File: src/rtl/vga_sprite_scene.sv
// VGA 640x480 timing generator with N keyboard-steered bouncing square balls.
// Pixel outputs are registered one pixel behind DrawX/DrawY.
module vga_sprite_scene #(
  parameter int N_BALLS   = 2,
  parameter int BALL_SIZE = 4,
  parameter int STEP      = 1,
  parameter int H_VIS     = 640,
  parameter int H_FP      = 16,
  parameter int H_SYNC    = 96,
  parameter int H_BP      = 48,
  parameter int V_VIS     = 480,
  parameter int V_FP      = 10,
  parameter int V_SYNC    = 2,
  parameter int V_BP      = 33
) (
  input  logic       Clk,
  input  logic       Reset,
  input  logic [7:0] keycode,
  output logic       hs,
  output logic       vs,
  output logic       VGA_clk,
  output logic       blank,
  output logic       sync,
  output logic [7:0] Red,
  output logic [7:0] Green,
  output logic [7:0] Blue,
  output logic [9:0] DrawX,
  output logic [9:0] DrawY,
  output logic       frame_start
);

  localparam logic [9:0] H_LAST     = 10'(H_VIS + H_FP + H_SYNC + H_BP - 1);
  localparam logic [9:0] V_LAST     = 10'(V_VIS + V_FP + V_SYNC + V_BP - 1);
  localparam logic [9:0] HS_BEG     = 10'(H_VIS + H_FP);
  localparam logic [9:0] HS_END     = 10'(H_VIS + H_FP + H_SYNC);
  localparam logic [9:0] VS_BEG     = 10'(V_VIS + V_FP);
  localparam logic [9:0] VS_END     = 10'(V_VIS + V_FP + V_SYNC);
  localparam logic [9:0] H_VIS_W    = 10'(H_VIS);
  localparam logic [9:0] V_VIS_W    = 10'(V_VIS);
  localparam logic [9:0] H_EDGE     = 10'(H_VIS - 1);
  localparam logic [9:0] V_EDGE     = 10'(V_VIS - 1);
  localparam logic [9:0] BS         = 10'(BALL_SIZE);
  localparam logic signed [10:0] BS_S     = 11'(BALL_SIZE);
  localparam logic signed [9:0]  STEP_POS = 10'(STEP);
  localparam logic signed [9:0]  STEP_NEG = -STEP_POS;
  localparam logic [7:0] KEY_SEL_LAST = 8'(8'h1E + N_BALLS - 1);

  logic       pe;
  logic [9:0] hc, vc;
  logic       hs_raw, vs_raw, blank_raw;
  logic [23:0] rgb_raw;
  logic [1:0] sel;

  logic [9:0]        ball_x  [N_BALLS];
  logic [9:0]        ball_y  [N_BALLS];
  logic signed [9:0] ball_xm [N_BALLS];
  logic signed [9:0] ball_ym [N_BALLS];
  logic signed [9:0] nxt_xm  [N_BALLS];
  logic signed [9:0] nxt_ym  [N_BALLS];

  logic              hit;
  logic [1:0]        hit_idx;
  logic signed [10:0] dx, dy, adx, ady;

  // NOTE: sequential state uses non-blocking (<=) so every flop samples pre-edge values.
  always_ff @(posedge Clk or negedge Reset) begin
    if (!Reset) begin
      pe <= 1'b0;
      hc <= '0;
      vc <= '0;
    end else begin
      pe <= ~pe;
      if (pe) begin
        if (hc == H_LAST) begin
          hc <= '0;
          vc <= (vc == V_LAST) ? '0 : vc + 10'd1;
        end else begin
          hc <= hc + 10'd1;
        end
      end
    end
  end

  assign VGA_clk     = pe;
  assign sync        = 1'b0;
  assign DrawX       = hc;
  assign DrawY       = vc;
  assign hs_raw      = !(hc >= HS_BEG && hc < HS_END);
  assign vs_raw      = !(vc >= VS_BEG && vc < VS_END);
  assign blank_raw   = (hc < H_VIS_W) && (vc < V_VIS_W);
  assign frame_start = pe && (hc == H_LAST) && (vc == V_EDGE);

  // Keys steer only the selected ball; a wall contact then overrides its own axis.
  always_comb begin
    for (int i = 0; i < N_BALLS; i++) begin
      // NOTE: defaults first so every path assigns every output; otherwise a latch is inferred.
      nxt_xm[i] = ball_xm[i];
      nxt_ym[i] = ball_ym[i];
      if (sel == 2'(i)) begin
        case (keycode)
          8'h1A: begin nxt_ym[i] = STEP_NEG; nxt_xm[i] = '0; end
          8'h16: begin nxt_ym[i] = STEP_POS; nxt_xm[i] = '0; end
          8'h04: begin nxt_xm[i] = STEP_NEG; nxt_ym[i] = '0; end
          8'h07: begin nxt_xm[i] = STEP_POS; nxt_ym[i] = '0; end
          default: ;
        endcase
      end
      if (ball_y[i] + BS >= V_EDGE)      nxt_ym[i] = STEP_NEG;
      else if (ball_y[i] <= BS)          nxt_ym[i] = STEP_POS;
      if (ball_x[i] + BS >= H_EDGE)      nxt_xm[i] = STEP_NEG;
      else if (ball_x[i] <= BS)          nxt_xm[i] = STEP_POS;
    end
  end

  // NOTE: the ball registers are a handful of flops, so they are reset explicitly like any other state.
  always_ff @(posedge Clk or negedge Reset) begin
    if (!Reset) begin
      sel <= '0;
      for (int i = 0; i < N_BALLS; i++) begin
        ball_x[i]  <= 10'((H_VIS / (N_BALLS + 1)) * (i + 1));
        ball_y[i]  <= 10'(V_VIS / 2);
        ball_xm[i] <= '0;
        ball_ym[i] <= '0;
      end
    end else if (frame_start) begin
      // 0x1E..0x21 map to 0..3 through the low two bits alone.
      if (keycode >= 8'h1E && keycode <= KEY_SEL_LAST)
        sel <= keycode[1:0] - 2'b10;
      for (int i = 0; i < N_BALLS; i++) begin
        ball_xm[i] <= nxt_xm[i];
        ball_ym[i] <= nxt_ym[i];
        ball_x[i]  <= ball_x[i] + $unsigned(nxt_xm[i]);
        ball_y[i]  <= ball_y[i] + $unsigned(nxt_ym[i]);
      end
    end
  end

  // Descending scan so the lowest-index covering ball is the last one written.
  always_comb begin
    hit     = 1'b0;
    hit_idx = '0;
    dx = '0; dy = '0; adx = '0; ady = '0;
    for (int i = N_BALLS - 1; i >= 0; i--) begin
      dx  = $signed({1'b0, hc}) - $signed({1'b0, ball_x[i]});
      dy  = $signed({1'b0, vc}) - $signed({1'b0, ball_y[i]});
      adx = (dx < 0) ? -dx : dx;
      ady = (dy < 0) ? -dy : dy;
      if (adx <= BS_S && ady <= BS_S) begin
        hit     = 1'b1;
        hit_idx = 2'(i);
      end
    end
  end

  always_comb begin
    rgb_raw = 24'h000040;
    if (!blank_raw)           rgb_raw = 24'h000000;
    else if (hit && hit_idx == sel) rgb_raw = 24'hFFFFFF;
    else if (hit)             rgb_raw = 24'hFF5500;
  end

  always_ff @(posedge Clk or negedge Reset) begin
    if (!Reset) begin
      hs    <= 1'b1;
      vs    <= 1'b1;
      blank <= 1'b0;
      {Red, Green, Blue} <= '0;
    end else if (pe) begin
      hs    <= hs_raw;
      vs    <= vs_raw;
      blank <= blank_raw;
      {Red, Green, Blue} <= rgb_raw;
    end
  end

endmodule

File: config.mk
export PLATFORM = sky130hd
export DESIGN_NAME = vga_sprite_scene
export DESIGN_NICKNAME = d
export VERILOG_FILES = /design/src/rtl/vga_sprite_scene.sv
export SDC_FILE = /design/constraint.sdc
export NUM_CORES = 1
export LEC_CHECK = 0
export CORE_ASPECT_RATIO = 0.75
export CORE_MARGIN = 5
export CORE_UTILIZATION = 43
export CTS_CLUSTER_SIZE = 12
export DETAILED_ROUTE_END_ITERATION = 6
export GPL_ROUTABILITY_DRIVEN = 0
export HOLD_SLACK_MARGIN = 0.03
export PLACE_DENSITY = 0.64
export RECOVER_POWER = 50
export SLEW_MARGIN = 0
export SYNTH_ARGS = -nofsm -noshare
export SYNTH_HDL_FRONTEND = slang
export SYNTH_SLANG_ARGS = --single-unit
File: constraint.sdc
create_clock -name Clk -period 6.65 [get_ports Clk]
set_clock_uncertainty 0.2 [all_clocks]
set_input_delay 0.665 -clock Clk [delete_from_list [all_inputs] [get_ports Clk]]
set_output_delay 0.665 -clock Clk [all_outputs]
set_load 0.03 [all_outputs]
After elaboration in Yosys (flattened, before gate mapping):

Cells that the tools add are included.

* bits of input ports: 10
* word-level logic and storage cells: 116
* bits in registers: 130
* output and inout port bits: 50

* add/subtract/negate cells: 19
* magnitude comparators: 24
* equality and inequality tests: 9
* bitwise gates (word level): 1
* reduce and logical (&&, ||, !) cells: 16
* mux-type cells: 29

Operators with widths (count)
* 10-bit two-way mux: 14
* 10-bit case mux with 3 select lines: 4
* 24-bit two-way mux: 3
* 11-bit by 4-bit less-or-equal comparator with 1-bit output, second input constant: 4
* 11-bit by 1-bit less-than comparator with 1-bit output, second input constant: 4
* 11-bit two-way mux: 4
* 11-bit negation: 4
* 10-bit by 10-bit subtractor with 11-bit output: 4
* 10-bit adder: 4
* 10-bit by 3-bit adder with 10-bit output, second input constant: 4
* 10-bit by 3-bit less-or-equal comparator with 1-bit output, second input constant: 4
* 10-bit >= comparator, second input constant: 3
* 10-bit by 9-bit >= comparator with 1-bit output, second input constant: 3
* 10-bit by 1-bit adder with 10-bit output, second input constant: 2
* 10-bit equality test, second input constant: 2
* 10-bit less-than comparator, second input constant: 2
* 10-bit by 9-bit less-than comparator with 1-bit output, second input constant: 2
* 8-bit by 3-bit equality test with 1-bit output, second input constant: 2
* 8-bit by 5-bit equality test with 1-bit output, second input constant: 2
* 10-bit by 9-bit equality test with 1-bit output, second input constant: 1
* 1-bit logical AND: 9
* 8-bit by 5-bit >= comparator with 1-bit output, second input constant: 1
* 8-bit by 5-bit less-or-equal comparator with 1-bit output, second input constant: 1
* 2-bit AND reduction: 2
* 9 further kinds: 13

Depth between registers and ports, before layout:

* word-level depth: 11
* depth in mapped cells: 21
* mapped depth without buffers: 20

Worst setup path before layout:

OpenSTA, ideal clock, no wires.

* path type: input to register
* start point: input port keycode[5]
* end point: register ball_y[19] (netlist bit)
* setup slack: 2314 ps
* buffers on the path: 1
* setup time: 123 ps
* data required time: 6327 ps
* stages: 21
* arrival: 4013 ps
* path through: nor3_1 > nand3_1 > nor3_1 > nand2b_1 > and2_1 > clkbuf_1 > a21o_1 > a21oi_1 > inv_1 > ha_1 > a21o_1 > a21oi_1 > o21bai_1 > a21oi_1 > o21bai_1 > a21oi_1 > o21bai_1 > a21oi_1 > xor2_1 > nor2_1 > xnor2_1

RTL lines
* start, declared: RTL line 18 `input logic [7:0] keycode,`
* end signal, assigned by index: RTL line 121 `ball_y[i] <= 10'(V_VIS / 2);`
* end signal, assigned by index: RTL line 133 `ball_y[i] <= ball_y[i] + $unsigned(nxt_ym[i]);`
* end, declared: RTL line 55 `logic [9:0] ball_y [N_BALLS];`

==> flow_summary.toml <==
[run_status]
status = "finished, violations left"
violations = "max-capacitance violations, max-slew violations"

[timing]
worst-slew-pin-transition_ns = 2.71
finalHoldViolations = 0
period_share_pct = 74.9
fin_crit_ns = 4.98
hold_ws_ns = 0.278
tns_ns = 0
max-slew-margin-rel_pct = -80.8
finalSetupViolations = 0
slew_viol_final = 112
rsz0062_at_grt = "no"
max_freq_ghz = 0.201

[synth]
synth_area_leader_cell = "dfrtp_1"
ys_types = 88
async_reset_ff_share_pct = 100
yosys_warnings = 0
synthesis.nets = 1270
synth-main-ff-cell = "dfrtp_1"
synth_edf_count = 0
synth_top_area_share_pct = 23.7
synth_adder_area_share_pct = 12.5
synth_seq_cells = 109
synthCells = 1171
ys_seq_area_share_pct = 29.3
synth.area.top_cells = "dfrtp_1 (24%), ha_1 (11%), nand2_1 (8.0%), dfstp_2 (5.6%), o21ai_0 (5.3%)"
syn_area_mm2 = 0.00939
synth_mux_area_share_pct = 0.466
avgSynthCellArea_um2 = 8.02
synth_compound_area_share_pct = 21.6
synth_top_family_by_area = "simple AND/OR/NAND/NOR gates"
synthSimpleGateAreaFrac_pct = 22.0
synth_xor_area_share_pct = 7.91

[power]
leakagePower_nw = 4.60
fin_total_pwr_mw = 1.25
max-vdd-ir-drop_mv = 0.112
power_density_mw_per_mm2 = 121

[global_route]
grt_pass1_wl_mm = 38.3
grt.total_usage_pct = 18.6
grt_pass1_vias = 7381
grt_overflow = 0
grt_max_degree = 82
antenna_found_initial = 0

[cells_and_area]
layout.cells.non_filler = 1485
nets = 1291
final_util_pct = 48.7
area.growth.synth_to_final_pct = 10.4
drive_above_1_share_pct = 6.18
diodes = 0

[detailed_routing]
ant_nets = 0
totalWireLength_mm = 23.0
drt_pass1_iterations = 5
drt-initial-drc-count = 577
vias_per_cell = 5.43
route.detailed.drc = 0
wl_per_cell_um = 15.5
vias = 8070

[setup_path]
cp-start-kind = "primary input"
r2r_setup_slack_ns = 2.24
worstPathRequired_ns = 6.69
critPathMaxFanout = 11
regToRegStartpoint = "sel[1]"
arrival_ns = 5.02
startpoint = "keycode[5]"
path_class = "in -> reg"
endpoint_kind = "register"

[cts]
cts.sinks = 109
clkSlewWorstSetupHoldPaths_ns = 0.08
hold_buffers = 0
postCtsSetupRepairBufs = 0
ctsLongestPathBuffers = 2
clkLatencyLatePin_ns = 0.36
cts_made_buffers = 9
cts_root_buffer = "clkbuf_16"
cts_resized = 0
cts_tree = "done"
cts_max_level = 3

[job]
max_cap_violations = 2

[floorplanning]
start_util_pct = 44.1
die_area_mm2 = 0.0249
die_h_um = 138
die_w_um = 181
core_area_mm2 = 0.0213
ioPinCount = 60
num_rows = 46

[place]
dp_hpwl_mm = 17.6
portBuffers = 58
dp.cells = 1469

[hold_path]
hold_class = "reg -> reg"
hp-start = "ball_ym[14]"
-- power breakdown --
part	total, mW	leakage, nW	internal [mW]	switching (mW)
Clock	0.556	0.147	0.296	0.260
Combinational	0.0324	3.33	0.00988	0.0225
Sequential	0.663	1.13	0.663	0.0000153
Total	1.25	4.60	0.969	0.283
-- cells by family after synthesis --
| logic type | Yosys count |
|---|---|
| compound gates | 325 |
| xor+xnor | 84 |
| fa+ha+maj | 89 |
| buf+inv | 128 |
| flops | 109 |
| mux | 4 |
| other cells | 1 |
| simple gates | 431 |
-- stage by stage --
stage | setup slack (ns) | cell area (um^2)
finish | 1.67 | 10400
floorplan | 2.31 | 9390
CTS | 1.67 | 10400
detailed placement | 1.30 | 10100
global route | 1.06 | 10400
global placement | 1.48 | 10100
-- synth_stat cells, drive strengths merged (4+ instances only) --
cell / n
nor4b: 8
nand3b: 6
nor3b: 7
ha: 81
o21ai: 112
a31oi: 7
inv: 74
dfstp: 20
fa: 8
nor3: 23
a21o: 11
nand2: 199
nor4: 9
clkbuf: 21
buf: 33
nand3: 27
or2: 7
o21a: 10
a21oi: 100
xor2: 29
nor2: 71
and2: 5
a31o: 4
nand4: 15
nor2b: 10
or3b: 4
or3: 5
a211oi: 7
o21bai: 28
o31ai: 6
nand2b: 12
dfrtp: 89
o211ai: 10
and3: 13
xnor2: 55
-- layout by cell type, fill, tap and decap left out, drive strengths merged, types with 8 or more instances in the layout --
cell type,count
ha,81
nor2b,10
a21o,11
nor2,71
o211ai,10
fa,8
nor3,23
inv,76
nand2,199
dfstp,20
o21a,10
clkdlybuf4s50,47
o21ai,112
and3,13
xor2,29
nand2b,12
o21bai,28
nor4,9
clkbuf,12
xnor2,55
dfrtp,89
dlygate4sd3,10
a21oi,100
nand3,27
nor4b,8
nand4,15
-- layout make-up --
class                           count  area, um^2
Clock inverter                      6        70.1
Tap cell                          288         360
Inverter                           74         278
Timing Repair Buffer               64         617
Sequential cell                   109        2750
Multi-Input combinational cell    934        6060
Fill cell                        2072       10900
Clock buffer                       10         229
-- state kept, by name, indices dropped and copies added, names as in the netlist --
name,cells
ball_y,20
VGA_clk,1
Red,1
DrawX,10
hs,1
sel,2
blank,1
ball_xm,20
ball_ym,20
Green,1
DrawY,10
vs,1
Blue,1
ball_x,20
-- critical path: stages --
cell and delay (ns):
clkdlybuf4s50_1 0.39, nor3_1 0.27, nand3_1 0.16, nor3_1 0.36, nand2b_1 0.18, and2_1 0.30
o21ai_1 0.56, o21a_1 0.29, inv_1 0.06, ha_1 0.27, a21o_1 0.17, a21oi_1 0.22
o21bai_1 0.09, a21oi_1 0.22, o21bai_1 0.09, a21oi_1 0.20, o21ai_0 0.14, xnor2_1 0.16
nor2_1 0.06, xnor2_1 0.15
-- worst paths after layout --
check                         endpoint  cells past startpoint
max                         ball_x[19]                     20
min                        ball_ym[14]                      2
max reg2reg                 ball_x[19]                     17
min reg2reg                ball_ym[14]                      2
max in group asynchronous     DrawX[2]                      2
min in group asynchronous  ball_ym[19]                      1
-- layer usage --
metal / global-route usage [%] / vias to the layer above / wire [um]
met3: 3.85 / 14 / 1220
met1: 29.7 / 3741 / 12800
met5: 0 / - / 0
met2: 25.8 / 181 / 8820
li1: - / 4134 / -
met4: 2.90 / 0 / 141
(Power assumes the default switching activity.)
